===== config.mk =====
export PLATFORM = sky130hd
export DESIGN_NAME = seq1010_rr_scheduler
export DESIGN_NICKNAME = d
export VERILOG_FILES = /design/src/rtl/seq1010_rr_scheduler.sv
export SDC_FILE = /design/constraint.sdc
export NUM_CORES = 1
export LEC_CHECK = 0
export BUFFER_PORTS_ARGS = -buffer_cell sky130_fd_sc_hd__buf_2
export CORE_ASPECT_RATIO = 0.75
export CORE_MARGIN = 8
export CORE_UTILIZATION = 56
export DETAILED_ROUTE_END_ITERATION = 10
export PLACE_DENSITY = 0.85
export SYNTH_ARGS = -nofsm -noshare
export SYNTH_HDL_FRONTEND = slang
export SYNTH_SLANG_ARGS = --single-unit
export TNS_END_PERCENT = 1

===== constraint.sdc =====
create_clock -name clk -period 3.2 [get_ports clk]
set_input_delay 0.16 -clock clk [delete_from_list [all_inputs] [get_ports clk]]
set_output_delay 0.16 -clock clk [all_outputs]
set_load 0.02 [all_outputs]

===== src/rtl/seq1010_rr_scheduler.sv =====
// seq1010_rr_scheduler: shares one bit-serial "1010" Mealy detector between two word requesters
// Ports:
//   clk        rising-edge clock
//   rst        asynchronous reset, active-low
//   req_valid  per-requester word-present flags
//   req_data0  requester 0 word
//   req_data1  requester 1 word
//   req_ready  one-hot accept, only while idle
//   res_valid  one-cycle result pulse
//   res_id     requester that produced the result
//   res_count  non-overlapping 1010 matches in the word
//   res_hit    res_count != 0
//   busy       word in flight (shifting or reporting)
module seq1010_rr_scheduler #(
    parameter int DW = 8
) (
    input  logic          clk,
    input  logic          rst,
    input  logic [1:0]    req_valid,
    input  logic [DW-1:0] req_data0,
    input  logic [DW-1:0] req_data1,
    output logic [1:0]    req_ready,
    output logic          res_valid,
    output logic          res_id,
    output logic [3:0]    res_count,
    output logic          res_hit,
    output logic          busy
);
    localparam int BW = $clog2(DW);

    typedef enum logic [1:0] {IDLE, SHIFT, REPORT} state_t;
    typedef enum logic [1:0] {S0, S1, S2, S3} det_t;

    state_t        state, state_next;
    det_t          det, det_next;
    logic          last;
    logic [DW-1:0] shreg;
    logic [BW-1:0] bitcnt;
    logic          id;
    logic [3:0]    count;
    logic [1:0]    grant;
    logic          bit_in;
    logic          m;

    always_comb begin
        // with both valid, the one that did not win last time goes next
        grant      = (req_valid == 2'b11) ? (last ? 2'b01 : 2'b10) : req_valid;
        req_ready  = (state == IDLE) ? grant : 2'b00;
        busy       = state != IDLE;
        bit_in     = shreg[bitcnt];
        m          = 1'b0;
        det_next   = S0;
        case (det)
            S0: det_next = bit_in ? S1 : S0;
            S1: det_next = bit_in ? S1 : S2;
            S2: det_next = bit_in ? S3 : S0;
            S3: begin
                // a completed match drops back to S0 so matches never overlap
                det_next = bit_in ? S1 : S0;
                m        = !bit_in;
            end
            default: det_next = S0;
        endcase
        state_next = state;
        case (state)
            IDLE:    state_next = (|req_ready) ? SHIFT : IDLE;
            SHIFT:   state_next = (bitcnt == '0) ? REPORT : SHIFT;
            REPORT:  state_next = IDLE;
            default: state_next = IDLE;
        endcase
    end

    always_ff @(posedge clk or negedge rst) begin
        if (!rst)
            state <= IDLE;
        else
            state <= state_next;
    end

    always_ff @(posedge clk or negedge rst) begin
        if (!rst) begin
            last      <= 1'b1;
            det       <= S0;
            shreg     <= '0;
            bitcnt    <= '0;
            id        <= 1'b0;
            count     <= '0;
            res_valid <= 1'b0;
            res_id    <= 1'b0;
            res_count <= '0;
            res_hit   <= 1'b0;
        end else begin
            // the pulse follows the REPORT cycle, when the result registers have just loaded
            res_valid <= state == REPORT;
            case (state)
                IDLE: begin
                    if (|req_ready) begin
                        shreg  <= req_ready[1] ? req_data1 : req_data0;
                        id     <= req_ready[1];
                        last   <= req_ready[1];
                        bitcnt <= BW'(DW - 1);
                        det    <= S0;
                        count  <= '0;
                    end
                end
                SHIFT: begin
                    det    <= det_next;
                    count  <= count + 4'(m);
                    bitcnt <= bitcnt - 1'b1;
                end
                REPORT: begin
                    res_id    <= id;
                    res_count <= count;
                    res_hit   <= count != 4'd0;
                end
                default: ;
            endcase
        end
    end
endmodule


### Word level (Yosys, flattened, before mapping)

Index checks and enable logic that the tools add are counted.

* add/subtract/negate cells: 2
* $lt $le $gt $ge: 1
* equal/unequal tests: 7
* mux-type cells: 20
* reductions and logical operators: 11

Operator list (number)
* $mux W2: 7
* $eq A2 B2 Y1 const B: 4
* $mux W8: 1
* $pmux W2 S2: 2
* $pmux W4 S2: 1
* $pmux W2 S3: 1
* $pmux W3 S2: 1
* $add A4 B1 Y4: 1
* $eq A2 B1 Y1 const B: 2
* $logic_not A2 Y1: 2
* $lt A3 B4 Y1 const B: 1
* $mux W1: 4
* $mux W4: 1
* $reduce_and A2 Y1: 2
* $reduce_bool A2 Y1: 2
* $reduce_bool A4 Y1: 1
* $reduce_or A2 Y1: 2
* $bmux W1 S3: 1
* $logic_not A3 Y1: 1
* $mux W3: 1
* $sub A3 B1 Y3 const B: 1
* $ne A2 B1 Y1 const B: 1
* $logic_not A1 Y1: 1

* flip-flop bits (word level): 28
* bits of input ports: 20
* word-level logic and storage cells: 52

### Logic depth before layout (Yosys ltp)

* depth in word-level cells: 6
* depth in mapped cells: 8
* depth with buffers taken out: 8

### Worst setup path before layout

OpenSTA, ideal clock, no wires.

* path kind: register -> register
* from: register bitcnt[0]
* to: register count[2]
* setup time: 120 ps
* data arrival time: 1853 ps
* setup slack: 1227 ps
* cell stages (with the launch flop): 9
* buffers on the path: 0
* period minus slack after synthesis: 1973 ps
* path through: dfrtp_1 mux4_1 mux2i_2 and3_2 ha_1 ha_1 nand2_1 xor2_1 nor2_1

* word-level cells in the longest chain between the ends: 6

RTL lines
* start: declaration: RTL line 38 `logic [BW-1:0] bitcnt;`
* start signal: assignment: RTL line 101 `bitcnt <= BW'(DW - 1);`
* start signal: assignment: RTL line 109 `bitcnt <= bitcnt - 1'b1;`
* $bmux W1 S3: RTL line 50 `bit_in = shreg[bitcnt];`
* $mux W1 (implied by the code): RTL line 50
* $logic_not A1 Y1: RTL line 60 `m = !bit_in;`
* $mux W1: RTL line 53 `case (det)`
* $add A4 B1 Y4: RTL line 108 `count <= count + 4'(m);`
* $pmux W4 S2: RTL line 95 `case (state)`
* end signal: assignment: RTL line 108
* end: declaration: RTL line 40 `logic [3:0] count;`

Every way passes these cells. The select of a mux whose other input is x is not followed.
A chain may end at the register's enable or synchronous reset.

### Worst setup path in the final report

Same ends and word-level chain as after synthesis.

==> results.sh <==
export IMPL_clock_sinks=28
export IMPL_fillCellCount=174
export IMPL_criticalPathCategory="register to register"
export IMPL_clock_insertion_delay_worst_skew_ns=0.32
export IMPL_floorplan_die_area_mm2=0.00416
export IMPL_synth_top_family_by_area="multiplexers"
export IMPL_tritoncts_clock_tree="built"
export IMPL_clock_skew_ns=0.00124
export IMPL_maxSlewHeadroom=0.587
export IMPL_grt_total_usage=0.140
export IMPL_cpLargestDelayFamily="multiplexers"
export IMPL_leakage_nw=0.845
export IMPL_holdCritPathClass="input port to register"
export IMPL_drt_iter0_markers=30
export IMPL_dp_hpwl_um=2070
export IMPL_yosys_top_cells_area="sky130_fd_sc_hd__dfrtp_1 52%, sky130_fd_sc_hd__o21ai_0 7.3%, sky130_fd_sc_hd__mux2i_1 6.1%"
export IMPL_critical_path_most_common_cell="sky130_fd_sc_hd__ha_1"
export IMPL_p_seq_frac=0.472
export IMPL_layout_cells_non_filler=177
export IMPL_finalSetupTns_ns=0
export IMPL_clk_pin_slew_worst_paths_ns=0.14
export IMPL_gpl_final_weighted_congestion=0.815
export IMPL_leading_post_synthesis_cells_by_instance_count="27 x sky130_fd_sc_hd__dfrtp_1, 19 x sky130_fd_sc_hd__nand2_1, 19 x sky130_fd_sc_hd__o21ai_0"
export IMPL_netlist_instances=123
export IMPL_dp_cells=172
export IMPL_comb_power_share=0.389
export IMPL_max_freq_ghz=0.465
export IMPL_drt_first_pass_iters=4
export IMPL_vdd_ir_drop_max_mv=0.404
export IMPL_simple_gate_fraction_of_synth_area=0.144
export IMPL_maximum_number_of_pins_on_one_net_before_global_route_repair=29
export IMPL_power_internal_mw=0.748
export IMPL_end_kind="register"
export IMPL_drc=0
export IMPL_synthesis_area_per_instance_um2=10.7
export IMPL_core_area_mm2=0.00225
export IMPL_cp_max_fo=5
export IMPL_run_status="completed"
export IMPL_cts_buffers=3
export IMPL_cts_path_max_buffers=2
export IMPL_cts_setup_buffers=0
export IMPL_number_of_port_buffers=29
export IMPL_crit_required_ns=3.47
export IMPL_yosysWarnings=0
export IMPL_critical_path_cell_chain="mux4_1, mux2i_2, and3_2, ha_1, ha_1, nand2_1, xor2_1, nor2_1"
export IMPL_grt_pass1_wl_um=4640
export IMPL_sequential_cell_area_um2=702
export IMPL_adder_cell_share_of_the_synthesized_area=0.0382
export IMPL_total_switching_power_mw=0.451
export IMPL_synth_nets=147
export IMPL_antennaDiodeCount=0
export IMPL_cap_violations=0
export IMPL_setup_viol=0
export IMPL_synth_top_cell_area_share=0.515
export IMPL_postRouteAntennaNets=0
export IMPL_sw_frac_of_total=0.376
export IMPL_totalWireLength_um=2650
export IMPL_synth_compound_area_share=0.0859
export IMPL_rsz0062_at_grt="false"
export IMPL_finalMaxSlewViolations=0
export IMPL_num_io_pins=30
export IMPL_finalCritPeriodShare=0.671
export IMPL_vias_per_inst=5.60
export IMPL_timing_critical_path_slowest_stage_cell="sky130_fd_sc_hd__mux4_1"
export IMPL_rows=15
export IMPL_finalHoldViolCount=0
export IMPL_area_delta_synth_final_pct=15.7
export IMPL_critical_path_max_stage_delay_ns=0.59
export IMPL_die_h_um=57.9
export IMPL_timing_final_crit_period_ns=2.15
export IMPL_root_buffer="sky130_fd_sc_hd__clkbuf_4"
export IMPL_yosysMostFrequentCell="sky130_fd_sc_hd__dfrtp_1"
export IMPL_via_count_of_the_first_global_routing_pass=1067
export IMPL_initial_utilization=0.582
export IMPL_pwr_density_cell_mw_per_mm2=790
export IMPL_syn_cell_area_mm2=0.00131
export IMPL_post_drt_wl_per_cell_um=15.0
export IMPL_async_flop_share=1.00
export IMPL_synth_main_ff_cell="sky130_fd_sc_hd__dfrtp_1"
export IMPL_edff_count_synth=0
export IMPL_htree_levels=1
export IMPL_library_cell_with_the_largest_summed_area_after_synthesis="sky130_fd_sc_hd__dfrtp_1"
export IMPL_synthMuxAreaShare=0.155
export IMPL_synth_xor_xnor_area_share=0.00668
export IMPL_netlist_cell_type_count=26
export IMPL_fin_total_pwr_mw=1.20
export IMPL_antenna_found_initial=0
export IMPL_num_vias=992
export IMPL_ys_seq_elements=28
export IMPL_arrival_ns=2.41
export IMPL_worstPathBufferInverterCount=0
export IMPL_globalRouteOverflowTotal=0
export IMPL_worst_slew_pin_transition_ns=0.618
export IMPL_synth_seq_area_share=0.535
export IMPL_floorplan_die_width_um=71.9
export IMPL_nNetsFinal=177
export IMPL_final_layout_size_suffix_gt1_frac=0.276
export IMPL_multi_input_gate_area_in_the_final_layout_um2=563
export IMPL_worstSetupStartpointType="register"
export IMPL_clock_power_share=0.139
logic make-up (layout without fill, tap and decap cells):
family          after synthesis  after routing
flops                        28             28
xor+xnor                      1              1
fa+ha+maj                     4              4
compound gates               22             22
simple gates                 40             40
buf+inv                      12             41
mux                          16             16
metal layers:
layer  track usage  vias up  wire length (µm)
met5             0        -                 0
met4        0.0493        0                19
met3        0.0482        2               162
met2         0.250       34              1340
met1         0.152      471              1130
li1              -      485                 -
power by group through the flow:
stage	logic (mW)	clock network, mW	registers (mW)
finish	0.467	0.166	0.566
global placement	0.438	0	0.565
CTS	0.471	0.174	0.566
global route	0.530	0.190	0.583
detailed placement	0.471	0	0.572
floorplan	0.340	0	0.565
layout make-up:
class                   instances  area share
well taps                      25      0.0206
flip-flops and latches         28       0.462
repair buffers                 31       0.107
inverters                       6      0.0148
clock buffers                   4      0.0239
multi-input cells              83       0.371
worst reg2reg max path, cell delays in order, from the launching register on:
cell                      delay, ns
sky130_fd_sc_hd__dfrtp_1       0.44
sky130_fd_sc_hd__mux4_1        0.59
sky130_fd_sc_hd__mux2i_2       0.23
sky130_fd_sc_hd__and3_2        0.21
sky130_fd_sc_hd__ha_1          0.17
sky130_fd_sc_hd__ha_1          0.15
sky130_fd_sc_hd__nand2_1       0.06
sky130_fd_sc_hd__xor2_1        0.16
sky130_fd_sc_hd__nor2_1        0.09
flip-flops by register name, summed over array words and instances (netlist names):
signal and cells:
bitcnt 3, count 4, det 2, id 1
last 1, res_count 4, res_hit 1, res_id 1
res_valid 1, shreg 8, state 2
path summary, 6_finish.rpt:
check | from | endpoint | slack, ns | depth (start not counted)
min in group asynchronous | rst | id | 0.35 | 2
max | bitcnt[0] | count[2] | 1.05 | 8
min | req_data1[5] | shreg[5] | 0.11 | 3
max reg2reg | bitcnt[0] | count[2] | 1.05 | 8
max in group asynchronous | rst | shreg[7] | 2.46 | 2
min reg2reg | last | last | 0.48 | 2
metrics by stage:
step | util | hold WS [ns] | instance area (µm²) | setup WS (ns)
after global routing | 0.674 | 0.108 | 1520 | 0.912
final | 0.674 | 0.109 | 1520 | 1.05
after CTS | 0.674 | 0.0992 | 1520 | 1.05
after detailed placement | 0.653 | 0.204 | 1470 | 1.08
after floorplan | - | -0.136 | 1310 | 1.23
after global placement | 0.653 | 0.193 | 1470 | 1.16
layout by cell type, fill, tap and decap left out, types with 2 or more instances in the layout:
master / n
sky130_fd_sc_hd__buf_2: 29
sky130_fd_sc_hd__dfrtp_1: 27
sky130_fd_sc_hd__nand2_1: 19
sky130_fd_sc_hd__o21ai_0: 18
sky130_fd_sc_hd__mux2i_1: 8
sky130_fd_sc_hd__inv_1: 6
sky130_fd_sc_hd__nand3_1: 6
sky130_fd_sc_hd__mux2_2: 5
sky130_fd_sc_hd__nor2_1: 4
sky130_fd_sc_hd__ha_1: 4
sky130_fd_sc_hd__clkbuf_4: 3
sky130_fd_sc_hd__nand2b_1: 2
sky130_fd_sc_hd__mux4_1: 2
sky130_fd_sc_hd__nor2b_1: 2
sky130_fd_sc_hd__a21oi_1: 2
what timing repair did:
| item | in CTS | in global routing |
|---|---|---|
| resized for setup | 0 | 0 |
| hold endpoints to repair | 27 | 0 |
| hold buffers | 1 | 0 |
No activity file was read; power rests on OpenSTA's default activity.
